## config.mk

```make
export PLATFORM = sky130hd
export DESIGN_NAME = mem_req_queue_flat
export DESIGN_NICKNAME = d
export VERILOG_FILES = /design/src/rtl/mem_req_queue_if.sv /design/src/rtl/mem_req_queue.sv /design/src/flat_wrapper.sv
export SDC_FILE = /design/constraint.sdc
export NUM_CORES = 1
export LEC_CHECK = 0
export CORE_MARGIN = 8
export CORE_UTILIZATION = 40
export DETAILED_ROUTE_END_ITERATION = 8
export PLACE_DENSITY = 0.75
export SETUP_SLACK_MARGIN = 0.4
export SLEW_MARGIN = 15
export SYNTH_ARGS = -nofsm -noshare
export SYNTH_HDL_FRONTEND = slang
export SYNTH_SLANG_ARGS = --single-unit
```

## constraint.sdc

```tcl
create_clock -name clk -period 3 [get_ports clk]
set_clock_uncertainty 0.05 [all_clocks]
set_input_delay 0.9 -clock clk [delete_from_list [all_inputs] [get_ports clk]]
set_output_delay 0.9 -clock clk [all_outputs]
set_load 0.005 [all_outputs]
```

## src/rtl/mem_req_queue_if.sv

```systemverilog
// mem_req_queue_if: host command/response handshakes and memory host port of mem_req_queue
// Ports: cmd_* (host command, valid/ready), rsp_* (response, valid/ready),
//        mem_* (memory controller host port), q_count/busy (status).
// Modports: slave = the queue itself, master = the host/memory side driving it.
interface mem_req_queue_if #(
  parameter int ADDR_WIDTH = 16,
  parameter int DATA_WIDTH = 32,
  parameter int DEPTH = 4
);
  logic cmd_valid, cmd_ready, cmd_wr_en;
  logic [ADDR_WIDTH-1:0] cmd_addr;
  logic [DATA_WIDTH-1:0] cmd_wdata;
  logic rsp_valid, rsp_ready, rsp_wr, rsp_err;
  logic [DATA_WIDTH-1:0] rsp_rdata;
  logic mem_req, mem_wr_en, mem_ack;
  logic [ADDR_WIDTH-1:0] mem_addr;
  logic [DATA_WIDTH-1:0] mem_wdata, mem_rdata;
  logic [$clog2(DEPTH):0] q_count;
  logic busy;
  modport slave (
    input cmd_valid, cmd_wr_en, cmd_addr, cmd_wdata, rsp_ready, mem_rdata, mem_ack,
    output cmd_ready, rsp_valid, rsp_rdata, rsp_wr, rsp_err,
    output mem_req, mem_wr_en, mem_addr, mem_wdata, q_count, busy
  );
  modport master (
    output cmd_valid, cmd_wr_en, cmd_addr, cmd_wdata, rsp_ready, mem_rdata, mem_ack,
    input cmd_ready, rsp_valid, rsp_rdata, rsp_wr, rsp_err,
    input mem_req, mem_wr_en, mem_addr, mem_wdata, q_count, busy
  );
endinterface

```

## src/rtl/mem_req_queue.sv

```systemverilog
// mem_req_queue: in-order command FIFO feeding a one-outstanding-request memory FSM
// Ports: clk (rising edge), rst_n (asynchronous active-low),
//        bus (mem_req_queue_if.slave): cmd_* in, rsp_* out, mem_* host port, q_count, busy.
// Optional: define MEM_REQ_QUEUE_TIMEOUT_EN to end a WAIT after TIMEOUT cycles
//           without mem_ack, responding with rsp_err=1.
module mem_req_queue #(
  parameter int ADDR_WIDTH = 16,
  parameter int DATA_WIDTH = 32,
  parameter int DEPTH = 4,
  parameter int TIMEOUT = 16
) (
  input logic clk,
  input logic rst_n,
  mem_req_queue_if.slave bus
);
  localparam int PW = $clog2(DEPTH);
  localparam int CW = PW + 1;
  localparam int EW = 1 + ADDR_WIDTH + DATA_WIDTH;
  typedef enum logic [1:0] {IDLE, ISSUE, WAIT, RESP} state_t;
  state_t state, state_n;
  logic [EW-1:0] fifo [DEPTH];
  logic [PW-1:0] wptr, rptr;
  logic [CW-1:0] count;
  logic iss_wr, rsp_wr, rsp_err;
  logic [ADDR_WIDTH-1:0] iss_addr;
  logic [DATA_WIDTH-1:0] iss_wdata, rsp_rdata;
  logic full, has, push, pop, rsp_hs, ack, tmo;

  if (DEPTH < 2 || (DEPTH & (DEPTH - 1)) != 0 || TIMEOUT < 1) begin : g_param_check
    $error("mem_req_queue: DEPTH must be a power of two >= 2 and TIMEOUT >= 1");
  end

`ifdef MEM_REQ_QUEUE_TIMEOUT_EN
  localparam int TW = $clog2(TIMEOUT + 1);
  logic [TW-1:0] tcnt;
`endif

  // pop uses the registered count, so an entry pushed at an edge is never popped at that same edge
  always_comb begin
    full = count == CW'(DEPTH);
    has = count != '0;
    push = bus.cmd_valid && !full;
    rsp_hs = state == RESP && bus.rsp_ready;
    pop = has && (state == IDLE || rsp_hs);
    ack = state == WAIT && bus.mem_ack;
`ifdef MEM_REQ_QUEUE_TIMEOUT_EN
    tmo = state == WAIT && !bus.mem_ack && tcnt == TW'(TIMEOUT - 1);
`else
    tmo = 1'b0;
`endif
    state_n = (state == IDLE && has) ? ISSUE :
              (state == ISSUE) ? WAIT :
              (ack || tmo) ? RESP :
              rsp_hs ? (has ? ISSUE : IDLE) : state;
  end

  always_ff @(posedge clk or negedge rst_n)
    if (!rst_n) state <= IDLE;
    else state <= state_n;

  always_ff @(posedge clk)
    if (push) fifo[wptr] <= {bus.cmd_wr_en, bus.cmd_addr, bus.cmd_wdata};

  always_ff @(posedge clk or negedge rst_n) begin
    if (!rst_n) begin
      wptr <= '0;
      rptr <= '0;
      count <= '0;
      iss_wr <= 1'b0;
      iss_addr <= '0;
      iss_wdata <= '0;
      rsp_wr <= 1'b0;
      rsp_rdata <= '0;
    end else begin
      if (push) wptr <= wptr + 1'b1;
      if (pop) begin
        rptr <= rptr + 1'b1;
        {iss_wr, iss_addr, iss_wdata} <= fifo[rptr];
      end
      count <= count + CW'(push) - CW'(pop);
      if (ack || tmo) begin
        rsp_wr <= iss_wr;
        rsp_rdata <= (ack && !iss_wr) ? bus.mem_rdata : '0;
      end
    end
  end

`ifdef MEM_REQ_QUEUE_TIMEOUT_EN
  // counter is held at zero outside WAIT, so every WAIT entry starts from zero
  always_ff @(posedge clk or negedge rst_n) begin
    if (!rst_n) begin
      tcnt <= '0;
      rsp_err <= 1'b0;
    end else begin
      tcnt <= (state == WAIT) ? tcnt + 1'b1 : '0;
      if (ack || tmo) rsp_err <= tmo;
    end
  end
`else
  assign rsp_err = 1'b0;
`endif

  assign bus.cmd_ready = !full;
  assign bus.mem_req = state == ISSUE;
  assign bus.mem_wr_en = iss_wr;
  assign bus.mem_addr = iss_addr;
  assign bus.mem_wdata = iss_wdata;
  assign bus.rsp_valid = state == RESP;
  assign bus.rsp_rdata = rsp_rdata;
  assign bus.rsp_wr = rsp_wr;
  assign bus.rsp_err = rsp_err;
  assign bus.q_count = count;
  assign bus.busy = state != IDLE || has;
endmodule

```

## src/flat_wrapper.sv

```systemverilog
// flat-port wrapper written by rule: the top's interface ports become plain ports
module mem_req_queue_flat 
#(
  parameter int ADDR_WIDTH = 16,
  parameter int DATA_WIDTH = 32,
  parameter int DEPTH = 4,
  parameter int TIMEOUT = 16
)
  (clk, rst_n, bus_cmd_valid, bus_cmd_wr_en, bus_cmd_addr, bus_cmd_wdata, bus_rsp_ready, bus_mem_rdata, bus_mem_ack, bus_cmd_ready, bus_rsp_valid, bus_rsp_rdata, bus_rsp_wr, bus_rsp_err, bus_mem_req, bus_mem_wr_en, bus_mem_addr, bus_mem_wdata, bus_q_count, bus_busy);
  mem_req_queue_if #(.ADDR_WIDTH(ADDR_WIDTH), .DATA_WIDTH(DATA_WIDTH), .DEPTH(DEPTH)) bus_i ();
  input logic clk;
  input logic rst_n;
  input wire logic [$bits(bus_i.cmd_valid)-1:0] bus_cmd_valid;
  input wire logic [$bits(bus_i.cmd_wr_en)-1:0] bus_cmd_wr_en;
  input wire logic [$bits(bus_i.cmd_addr)-1:0] bus_cmd_addr;
  input wire logic [$bits(bus_i.cmd_wdata)-1:0] bus_cmd_wdata;
  input wire logic [$bits(bus_i.rsp_ready)-1:0] bus_rsp_ready;
  input wire logic [$bits(bus_i.mem_rdata)-1:0] bus_mem_rdata;
  input wire logic [$bits(bus_i.mem_ack)-1:0] bus_mem_ack;
  output wire logic [$bits(bus_i.cmd_ready)-1:0] bus_cmd_ready;
  output wire logic [$bits(bus_i.rsp_valid)-1:0] bus_rsp_valid;
  output wire logic [$bits(bus_i.rsp_rdata)-1:0] bus_rsp_rdata;
  output wire logic [$bits(bus_i.rsp_wr)-1:0] bus_rsp_wr;
  output wire logic [$bits(bus_i.rsp_err)-1:0] bus_rsp_err;
  output wire logic [$bits(bus_i.mem_req)-1:0] bus_mem_req;
  output wire logic [$bits(bus_i.mem_wr_en)-1:0] bus_mem_wr_en;
  output wire logic [$bits(bus_i.mem_addr)-1:0] bus_mem_addr;
  output wire logic [$bits(bus_i.mem_wdata)-1:0] bus_mem_wdata;
  output wire logic [$bits(bus_i.q_count)-1:0] bus_q_count;
  output wire logic [$bits(bus_i.busy)-1:0] bus_busy;
  assign bus_i.cmd_valid = bus_cmd_valid;
  assign bus_i.cmd_wr_en = bus_cmd_wr_en;
  assign bus_i.cmd_addr = bus_cmd_addr;
  assign bus_i.cmd_wdata = bus_cmd_wdata;
  assign bus_i.rsp_ready = bus_rsp_ready;
  assign bus_i.mem_rdata = bus_mem_rdata;
  assign bus_i.mem_ack = bus_mem_ack;
  assign bus_cmd_ready = bus_i.cmd_ready;
  assign bus_rsp_valid = bus_i.rsp_valid;
  assign bus_rsp_rdata = bus_i.rsp_rdata;
  assign bus_rsp_wr = bus_i.rsp_wr;
  assign bus_rsp_err = bus_i.rsp_err;
  assign bus_mem_req = bus_i.mem_req;
  assign bus_mem_wr_en = bus_i.mem_wr_en;
  assign bus_mem_addr = bus_i.mem_addr;
  assign bus_mem_wdata = bus_i.mem_wdata;
  assign bus_q_count = bus_i.q_count;
  assign bus_busy = bus_i.busy;
  mem_req_queue #(.ADDR_WIDTH(ADDR_WIDTH), .DATA_WIDTH(DATA_WIDTH), .DEPTH(DEPTH), .TIMEOUT(TIMEOUT)) u_core (.clk(clk), .rst_n(rst_n), .bus(bus_i));
endmodule
```

==> results_dict.tcl <==
set metrics [dict create \
    status "finished, final reports clean" \
    avgSynthCellArea_um2 19.6 \
    synthesis.nets 646 \
    wire_per_inst_um 19.9 \
    cts_buffer_depth 3 \
    final_nets 847 \
    start_util_pct 40.4 \
    maxSlewHeadroom_pct 49.2 \
    die_w_um 181 \
    antenna_found_initial 1 \
    final_common_cell "edfxtp_1" \
    cp_max_fo 2 \
    diodes 0 \
    endpoint_kind "output pin" \
    drc 0 \
    grt_pass1_vias 6212 \
    synthesis.area_um2 10800 \
    h-tree-depth 1 \
    avgViaCountPerCell 4.99 \
    p_leak_uw 0.00509 \
    area_delta_synth_final_pct 30.7 \
    met3_usage_pct 3.97 \
    path_class "reg2out" \
    fin_crit_sh_pct 90.3 \
    cp_cell_sequence "or3_4 > or3_1 > buf_2" \
    io_buffer_count 174 \
    yosysUniqueCellTypes 31 \
    die_h_um 181 \
    clk_pin_slew_worst_paths_ns 0.06 \
    setup_viol 0 \
    numCtsBuffers 30 \
    yosys_warnings 0 \
    max_freq_ghz 0.369 \
    wirelength_um 22300 \
    ys_ff_latch 287 \
    placeableCoreArea_um2 26800 \
    first_iter_violations 293 \
    slew_violations 0 \
    drtPass1Iterations 4 \
    fin_crit_ns 2.71 \
    grt_pass1_wl_um 35700 \
    crit_family "simple AND/OR/NAND/NOR gates" \
    cpMaxStageDelayCell "dfrtp_2" \
    powerDensity_nw_per_um2 1000 \
    final_cell_mix "edfxtp_1 (196), clkdlybuf4s50_1 (171), dfrtp_1 (85)" \
    hold_class "in2async" \
    grt_max_degree 51 \
    track_usage_pct 13.7 \
    cts_tree "yes" \
    cp-start-kind "flip-flop" \
    dp_hpwl_um 14100 \
    critPathArrivalTime_ns 1.76 \
    io_pins 176 \
    seq_area_frac_synth_pct 75.3 \
    worst_slew_pin_slew_ns 0.763 \
    synth_cells 553 \
    place_inst 1058 \
    timing.final.hold_violations 0 \
    drive_above_1_share_pct 25.1 \
    routed-via-count 5589 \
    gp_congestion 0.721 \
    rows 60 \
    rsz0062_at_grt "true" \
    critPathMaxStageDelay_ns 0.40 \
    post-route-worst-setup-slack_ns 0.291 \
    required_ns 2.05 \
    drtAntennaViolNets 0 \
    path_buf_inv 1 \
    root_buffer "clkbuf_16" \
    use_met1_pct 16.9 \
    grt_busiest_layer "met2" \
    grtUsageMet2_pct 23.2 \
    vdd_drop_max_mv 0.574 \
    maxCapViolCount 0 \
    clock_sinks 287 \
    dieArea_um2 32600 \
    fin_cells 1119 \
    post-place-ws_ns -0.00595 \
    worstSkewPairLatency_ns 0.54 \
    overflow 0 \
]
-- kinds of logic (layout without fill, tap and decap cells) --
group | count (synthesis) | count (layout) | share of synthesized area [%]
other cells | 1 | 1 | 0.0346
mux | 100 | 100 | 15.5
flops | 287 | 287 | 75.3
buf+inv | 36 | 261 | 2.16
compound gates | 38 | 38 | 1.92
xor+xnor | 5 | 5 | 0.404
simple gates | 79 | 79 | 3.80
fa+ha+maj | 7 | 7 | 0.877
-- path summary, 6_finish.rpt --
path | from | end | slack (ns) | cells past startpoint
max | u_core.bus.q_count[2]$_DFF_PN0_ | bus_busy | 0.29 | 3
min | rst_n | u_core.bus.mem_wdata[26]$_DFFE_PN0P_ | 0.29 | 1
max reg2reg | u_core.bus.q_count[2]$_DFF_PN0_ | u_core.bus.q_count[2]$_DFF_PN0_ | 0.69 | 11
min reg2reg | u_core.bus.rsp_rdata[0]$_DFFE_PN0P_ | u_core.bus.rsp_rdata[0]$_DFFE_PN0P_ | 0.43 | 2
max in group asynchronous | rst_n | u_core.bus.rsp_rdata[2]$_DFFE_PN0P_ | 1.86 | 2
min in group clk | u_core.bus.rsp_rdata[0]$_DFFE_PN0P_ | u_core.bus.rsp_rdata[0]$_DFFE_PN0P_ | 0.43 | 2
-- per-layer routing --
metal,share of wire [%],up-vias,routed length [um]
met3,6.8,37,1520
met2,49,180,11000
li1,-,2516,-
met5,0.058,-,13
met4,2.2,2,495
met1,42,2854,9260
-- synthesized netlist by cell type --
library cell	number	share of area [%]
buf_6	11	1.1
buf_4	1	0.069
buf_2	6	0.28
a21oi_1	1	0.046
nand2b_1	33	1.9
o21ai_0	33	1.5
inv_1	8	0.28
nand3b_1	1	0.069
nand2_1	33	1.1
fa_1	1	0.18
nor2b_1	1	0.058
conb_1	1	0.035
and2_1	5	0.29
dfrtp_1	91	21
xnor2_1	5	0.40
a21boi_1	1	0.069
clkbuf_1	8	0.28
edfxtp_1	196	54
or3_4	1	0.10
o211ai_1	1	0.069
buf_1	1	0.035
mux4_2	48	10
o21ai_4	1	0.15
mux2_2	51	5.3
or3_1	1	0.058
nor2_1	3	0.10
and3_2	1	0.069
o22ai_1	1	0.058
mux4_1	1	0.24
ha_1	6	0.69
dlygate4sd1_1	1	0.081
-- sequential cells by signal (all words and copies together), names as in the netlist --
signal	flops
u_core.bus.mem_addr	16
u_core.bus.mem_wdata	32
u_core.bus.mem_wr_en	1
u_core.bus.q_count	3
u_core.bus.rsp_rdata	32
u_core.bus.rsp_wr	1
u_core.fifo	196
u_core.rptr	2
u_core.state	2
u_core.wptr	2
-- where the power goes --
group / internal [uW] / switching [uW]
clock network: 2150 / 1440
logic: 2760 / 1800
registers: 5430 / 614
-- cell type report --
type,count,area (um2)
multi-input combinational,230,2490
fill,2145,12600
clock inverter,8,43.8
inverter,8,30.0
tap,341,427
timing repair buffer,197,2060
clock buffer,48,950
sequential,287,8170
-- metrics by stage --
stage	total power [uW]	hold slack [ns]	utilization (%)	cell area, um2	TNS, ns
finish	14200	0.286	52.9	14200	0
global route	15000	0.302	52.9	14200	0
CTS	14400	0.291	52.8	14200	0
detailed placement	10800	0.422	49.0	13100	-0.00595
global placement	10600	0.411	49.0	13100	0
floorplan	8620	0.423	-	10900	0
-- worst register-to-register path, cell delays in order (launching register included) --
cell and delay [ns]:
dfrtp_2 0.40, or3_4 0.38, buf_4 0.16, o21ai_4 0.06
inv_2 0.06, ha_4 0.21, inv_2 0.06, ha_4 0.12
inv_2 0.03, fa_2 0.36, xnor2_2 0.15, xnor2_1 0.17
-- what timing repair did --
action / CTS / global route
endpoints found under the setup margin: 4 / 3
resized for setup: 9 / 1
buffers inserted: 4 / 1
pin swaps: 1 / 0
hold buffers: 0 / 0
Power figures use the tool's default switching activity.
